<file path="config.mk">
export PLATFORM = sky130hd
export DESIGN_NAME = air_spi_responder
export DESIGN_NICKNAME = d
export VERILOG_FILES = /design/src/rtl/air_spi_responder.sv
export SDC_FILE = /design/constraint.sdc
export NUM_CORES = 1
export LEC_CHECK = 0
export ABC_AREA = 1
export ABC_CLOCK_PERIOD_IN_PS = 2600
export CAP_MARGIN = 20
export CORE_UTILIZATION = 41
export CTS_BUF_LIST = sky130_fd_sc_hd__clkbuf_8 sky130_fd_sc_hd__clkbuf_16
export DETAILED_ROUTE_END_ITERATION = 8
export REMOVE_ABC_BUFFERS = 1
export SLEW_MARGIN = 30
export SYNTH_ARGS = -nofsm -noshare
export SYNTH_HDL_FRONTEND = slang
export SYNTH_SLANG_ARGS = --single-unit
</file>
<file path="constraint.sdc">
create_clock -name clock_sig -period 2.6 [get_ports clock_sig]
set_clock_uncertainty 0.2 [all_clocks]
set_input_delay 0.26 -clock clock_sig [delete_from_list [all_inputs] [get_ports clock_sig]]
set_output_delay 0.26 -clock clock_sig [all_outputs]
set_load 0.05 [all_outputs]
</file>
<file path="src/rtl/air_spi_responder.sv">
// SPI mode-0 responder giving an external host read/write access to an
// 8-bit register bank. All SPI pins are oversampled in the clock_sig domain.
// Frame layout: command byte, ADDR_BYTES address bytes (MSB byte first),
// then any number of data bytes. 0x02 writes, 0x03 reads, anything else is
// ignored until chip select is released.
module air_spi_responder #(
    parameter int ADDR_BYTES = 1
) (
    input  logic                    clock_sig,
    input  logic                    reset_sig,
    input  logic                    spi_ss_n,
    input  logic                    spi_sclk,
    input  logic                    spi_mosi,
    output logic                    spi_miso,
    output logic                    spi_miso_oe,
    output logic [8*ADDR_BYTES-1:0] reg_address,
    output logic                    reg_write,
    output logic [7:0]              reg_writedata,
    output logic                    reg_read,
    input  logic [7:0]              reg_readdata,
    output logic                    busy
);

    localparam int AW = 8 * ADDR_BYTES;

    typedef enum logic [2:0] {
        ST_IDLE,
        ST_CMD,
        ST_ADDR,
        ST_WDATA,
        ST_RDATA,
        ST_IGNORE,
        ST_WAIT_DESEL
    } state_t;

    state_t state;

    logic ss_meta, ss_sync, ss_prev;
    logic sclk_meta, sclk_sync, sclk_prev;
    logic mosi_meta, mosi_sync;

    logic [2:0]    bit_cnt;
    logic [6:0]    rx_shift;
    logic [7:0]    tx_shift;
    logic [1:0]    addr_cnt;
    logic          is_read;
    logic          load_pending;

    logic          rise;
    logic          fall;
    logic          byte_done;
    logic [7:0]    rx_next;
    logic [AW-1:0] addr_next;

    // Synchronisers are left free-running through reset so that chip select
    // seen at reset release reflects the real pin and a frame already in
    // flight is not mistaken for a fresh select.
    always_ff @(posedge clock_sig) begin
        ss_meta   <= spi_ss_n;
        ss_sync   <= ss_meta;
        sclk_meta <= spi_sclk;
        sclk_sync <= sclk_meta;
        sclk_prev <= sclk_sync;
        mosi_meta <= spi_mosi;
        mosi_sync <= mosi_meta;
    end

    assign rise      = sclk_sync & ~sclk_prev;
    assign fall      = ~sclk_sync & sclk_prev;
    assign rx_next   = {rx_shift, mosi_sync};
    assign byte_done = rise && (bit_cnt == 3'd7);

    // The incoming address byte is appended below the bytes already received.
    generate
        if (ADDR_BYTES == 1) begin : g_addr1
            assign addr_next = rx_next;
        end else begin : g_addrn
            assign addr_next = {reg_address[AW-9:0], rx_next};
        end
    endgenerate

    assign busy = (state == ST_CMD)   || (state == ST_ADDR)  ||
                  (state == ST_WDATA) || (state == ST_RDATA) ||
                  (state == ST_IGNORE);

    // Frame state machine, shifters and all registered bus/pad outputs.
    always_ff @(posedge clock_sig) begin
        if (reset_sig) begin
            state         <= ST_IDLE;
            ss_prev       <= 1'b0;
            bit_cnt       <= 3'd0;
            rx_shift      <= 7'd0;
            tx_shift      <= 8'hFF;
            addr_cnt      <= 2'd0;
            is_read       <= 1'b0;
            load_pending  <= 1'b0;
            spi_miso      <= 1'b1;
            spi_miso_oe   <= 1'b0;
            reg_read      <= 1'b0;
            reg_write     <= 1'b0;
            reg_address   <= '0;
            reg_writedata <= 8'd0;
        end else begin
            ss_prev      <= ss_sync;
            spi_miso_oe  <= ~ss_sync;
            reg_write    <= 1'b0;
            reg_read     <= 1'b0;
            load_pending <= reg_read;

            if (reg_read || reg_write) begin
                reg_address <= reg_address + AW'(1);
            end

            if (load_pending) begin
                tx_shift <= reg_readdata;
            end

            if (ss_sync) begin
                state    <= ST_IDLE;
                bit_cnt  <= 3'd0;
                spi_miso <= 1'b1;
            end else begin
                if (rise) begin
                    rx_shift <= rx_next[6:0];
                    bit_cnt  <= bit_cnt + 3'd1;
                end

                case (state)
                    ST_IDLE: begin
                        spi_miso <= 1'b1;
                        bit_cnt  <= 3'd0;
                        if (ss_prev) begin
                            state <= ST_CMD;
                        end else begin
                            state <= ST_WAIT_DESEL;
                        end
                    end

                    ST_CMD: begin
                        spi_miso <= 1'b1;
                        if (byte_done) begin
                            addr_cnt <= 2'd0;
                            is_read  <= (rx_next == 8'h03);
                            if ((rx_next == 8'h02) || (rx_next == 8'h03)) begin
                                state <= ST_ADDR;
                            end else begin
                                state <= ST_IGNORE;
                            end
                        end
                    end

                    ST_ADDR: begin
                        spi_miso <= 1'b1;
                        if (byte_done) begin
                            reg_address <= addr_next;
                            addr_cnt    <= addr_cnt + 2'd1;
                            if (addr_cnt == 2'(ADDR_BYTES - 1)) begin
                                if (is_read) begin
                                    state    <= ST_RDATA;
                                    reg_read <= 1'b1;
                                end else begin
                                    state <= ST_WDATA;
                                end
                            end
                        end
                    end

                    ST_WDATA: begin
                        spi_miso <= 1'b1;
                        if (byte_done) begin
                            reg_write     <= 1'b1;
                            reg_writedata <= rx_next;
                        end
                    end

                    ST_RDATA: begin
                        if (byte_done) begin
                            reg_read <= 1'b1;
                        end
                        if (fall) begin
                            spi_miso <= tx_shift[7];
                            tx_shift <= {tx_shift[6:0], 1'b1};
                        end
                    end

                    default: begin
                        spi_miso <= 1'b1;
                    end
                endcase
            end
        end
    end

endmodule

</file>
==> results.toml <==
[floorplan]
start_util_pct = 43.4
dieArea_um2 = 5810
coreArea_um2 = 5200
die_h_um = 76.2
core.rowCount = 26
die_w_um = 76.2
pin_count = 34

[place]
hpwl_um = 3210
io_buffers = 33
placedCellCount = 382
place.gp.congestion = 0.832

[status]
status = "finished clean"

[critical_path]
end_kind = "primary output"
r2r-end = "reg_writedata[5]"
path_max_fanout = 5
worstPathArrival_ns = 1.92
rr_worst_depth = 8
worstPathRequired_ns = 2.14
regToRegSetupSlack_ns = 0.90
reg2reg_from = "bit_cnt[0]"
startpoint_type = "flop"
critical_path_class = "flop to primary output"

[logic_synthesis]
synthesis.area_um2 = 2260
synth.area.mux_share_pct = 0
ys_types = 35
synthCells = 285
yosys.area_share.simple_pct = 23.3
synth_top_family_by_area = "simple AND/OR/NAND/NOR gates"
syn_avg_cell_area_um2 = 7.92
synth-compound-area-share_pct = 17.8
synthAdderAreaFrac_pct = 2.22
synth_seq_area_share_pct = 47.0
yosys_warnings = 0
yosys_register_bits = 53
synth_xor_area_share_pct = 1.16

[clock_network]
post_cts_resized = 0
h-tree-depth = 2
path_clk_slew_ns = 0.09
cts_made_buffers = 5
clk_latency_ns = 0.30
cts_tree = "yes"
clock_sinks = 53
clockBufferDepth = 2
cts_setup_buffers = 0
hold_buffers = 0
cts-root-buf = "clkbuf_8"

[final_layout]
finalNonFillerCells = 389
diodes = 0
drive_gt1_share_pct = 10.3
nets = 336
layout_common_cells = "dfxtp_1, nor2_1, nand2_1, clkdlybuf4s50_1, a21oi_1"
layout_commonest_cell = "dfxtp_1"
syn2layout_area_growth_pct = 21.4

[routing]
ant_nets = 0
route.detailed.drc = 0
drtIter0Drc = 85
vias = 1841
dr.pass1.iters = 4
routed_wl_um = 4360
wl_per_cell_um = 11.2
viasPerCell = 4.73

[power]
sw_frac_of_total_pct = 25.7
pwr-share-comb_pct = 13.1
p_switching_uw = 416
power_frac_clock_pct = 33.8
p_int_mw = 1.20
irDropWorstVdd_mv = 0.337
p_leak_nw = 1.13
p_seq_share_pct = 53.1
p_per_area_nw_per_um2 = 590

[sta]
period_share_pct = 91.5
rsz0062_at_grt = "no"
hold_viol = 0
finalCriticalPeriod_ns = 2.38
worstMarginPinSlew_ns = 0.580
setup_violations = 0
slew_headroom_pct = 61.2
slew_viol_final = 0
setup-tns-final_ns = 0
fmax_mhz = 420

[job]
cap_violations = 0

[grt]
grt_pass1_vias = 1606
antenna_found_initial = 0
track_usage_pct = 15.5
grt_pass1_wl_um = 7290
grt_max_degree = 17
grt-ovfl-total = 0

[hold_path]
min_to = "mosi_sync"
hp-class = "flop to flop"
min_path_cells = 0
hp-start = "mosi_meta"
power groups by stage:
stage,logic [mW],registers [mW],clock network [mW]
2_1_floorplan,0.146,0.876,0
3_3_place_gp,0.210,0.877,0
3_5_place_dp,0.211,0.878,0
4_1_cts,0.212,0.859,0.563
5_1_grt,0.235,0.863,0.592
6_report,0.211,0.859,0.546
synthesized netlist by cell type, drive strengths merged:
cell	instances	area, um^2
xor2	1	8.76
nand4	4	25.0
a211oi	2	20.0
ha	4	50.1
or2	1	6.26
nand3b	2	15.0
nand3	16	85.1
o31ai	6	45.0
a21oi	32	179
o21ai	28	144
xnor2	2	17.5
clkinv	1	3.75
nand2	38	165
o21a	1	7.51
buf	9	68.8
dfxtp	53	1060
nor2	52	213
clkbuf	1	3.75
nor3	1	16.3
inv	30	115
o211ai	1	7.51
per-layer routing:
layer  share of wire (%)  track usage (%)  vias up  wire (um)
met3                 3.3             3.71        7        142
li1                    -                -      997          -
met5                   0                0        -          0
met4                 1.1             4.62        0         50
met2                  43             23.7       27       1890
met1                  52             21.7      810       2280
flip-flops by register name (all words and copies together), names as in the netlist, 2 cells and up:
name / count
reg_address: 8
reg_writedata: 8
tx_shift: 8
rx_shift: 7
bit_cnt: 3
state: 3
addr_cnt: 2
metrics by stage:
step	worst slack (ns)	cell area (um^2)	util [%]	power (mW)	hold WS, ns
after detailed placement	0.538	2630	50.6	1.09	0.112
after global routing	0.105	2740	52.6	1.69	0.144
after global placement	0.578	2630	50.6	1.09	0.110
after CTS	0.203	2740	52.6	1.63	0.135
final	0.221	2740	52.6	1.62	0.133
after floorplan	0.767	2180	-	1.02	0.0877
worst max-delay path by stage:
stage                  start    to  cells after the start
floorplan           state[2]  busy                      4
global placement    state[2]  busy                      5
detailed placement  state[2]  busy                      5
CTS                 state[2]  busy                      5
global route        state[2]  busy                      5
finish              state[2]  busy                      5
critical path: stages, from the launching register on:
cell	delay, ns
dfxtp_1	0.48
nor2_4	0.09
inv_1	0.08
nor2_1	0.04
a21oi_1	0.12
clkdlybuf4s50_1	0.81
layout make-up:
type	count	area, um^2
fillers	520	2460
flip-flops and latches	53	1060
multi-input cells	191	1000
repair buffers	37	360
inverters	31	119
well taps	70	87.6
clock buffers	5	68.8
clock inverters	2	38.8
kinds of logic after synthesis:
| family | Yosys count |
|---|---|
| flops | 53 |
| simple gates | 114 |
| compound gates | 70 |
| fa+ha+maj | 4 |
| buf+inv | 41 |
| xor+xnor | 3 |
Power figures use the tool's default switching activity.
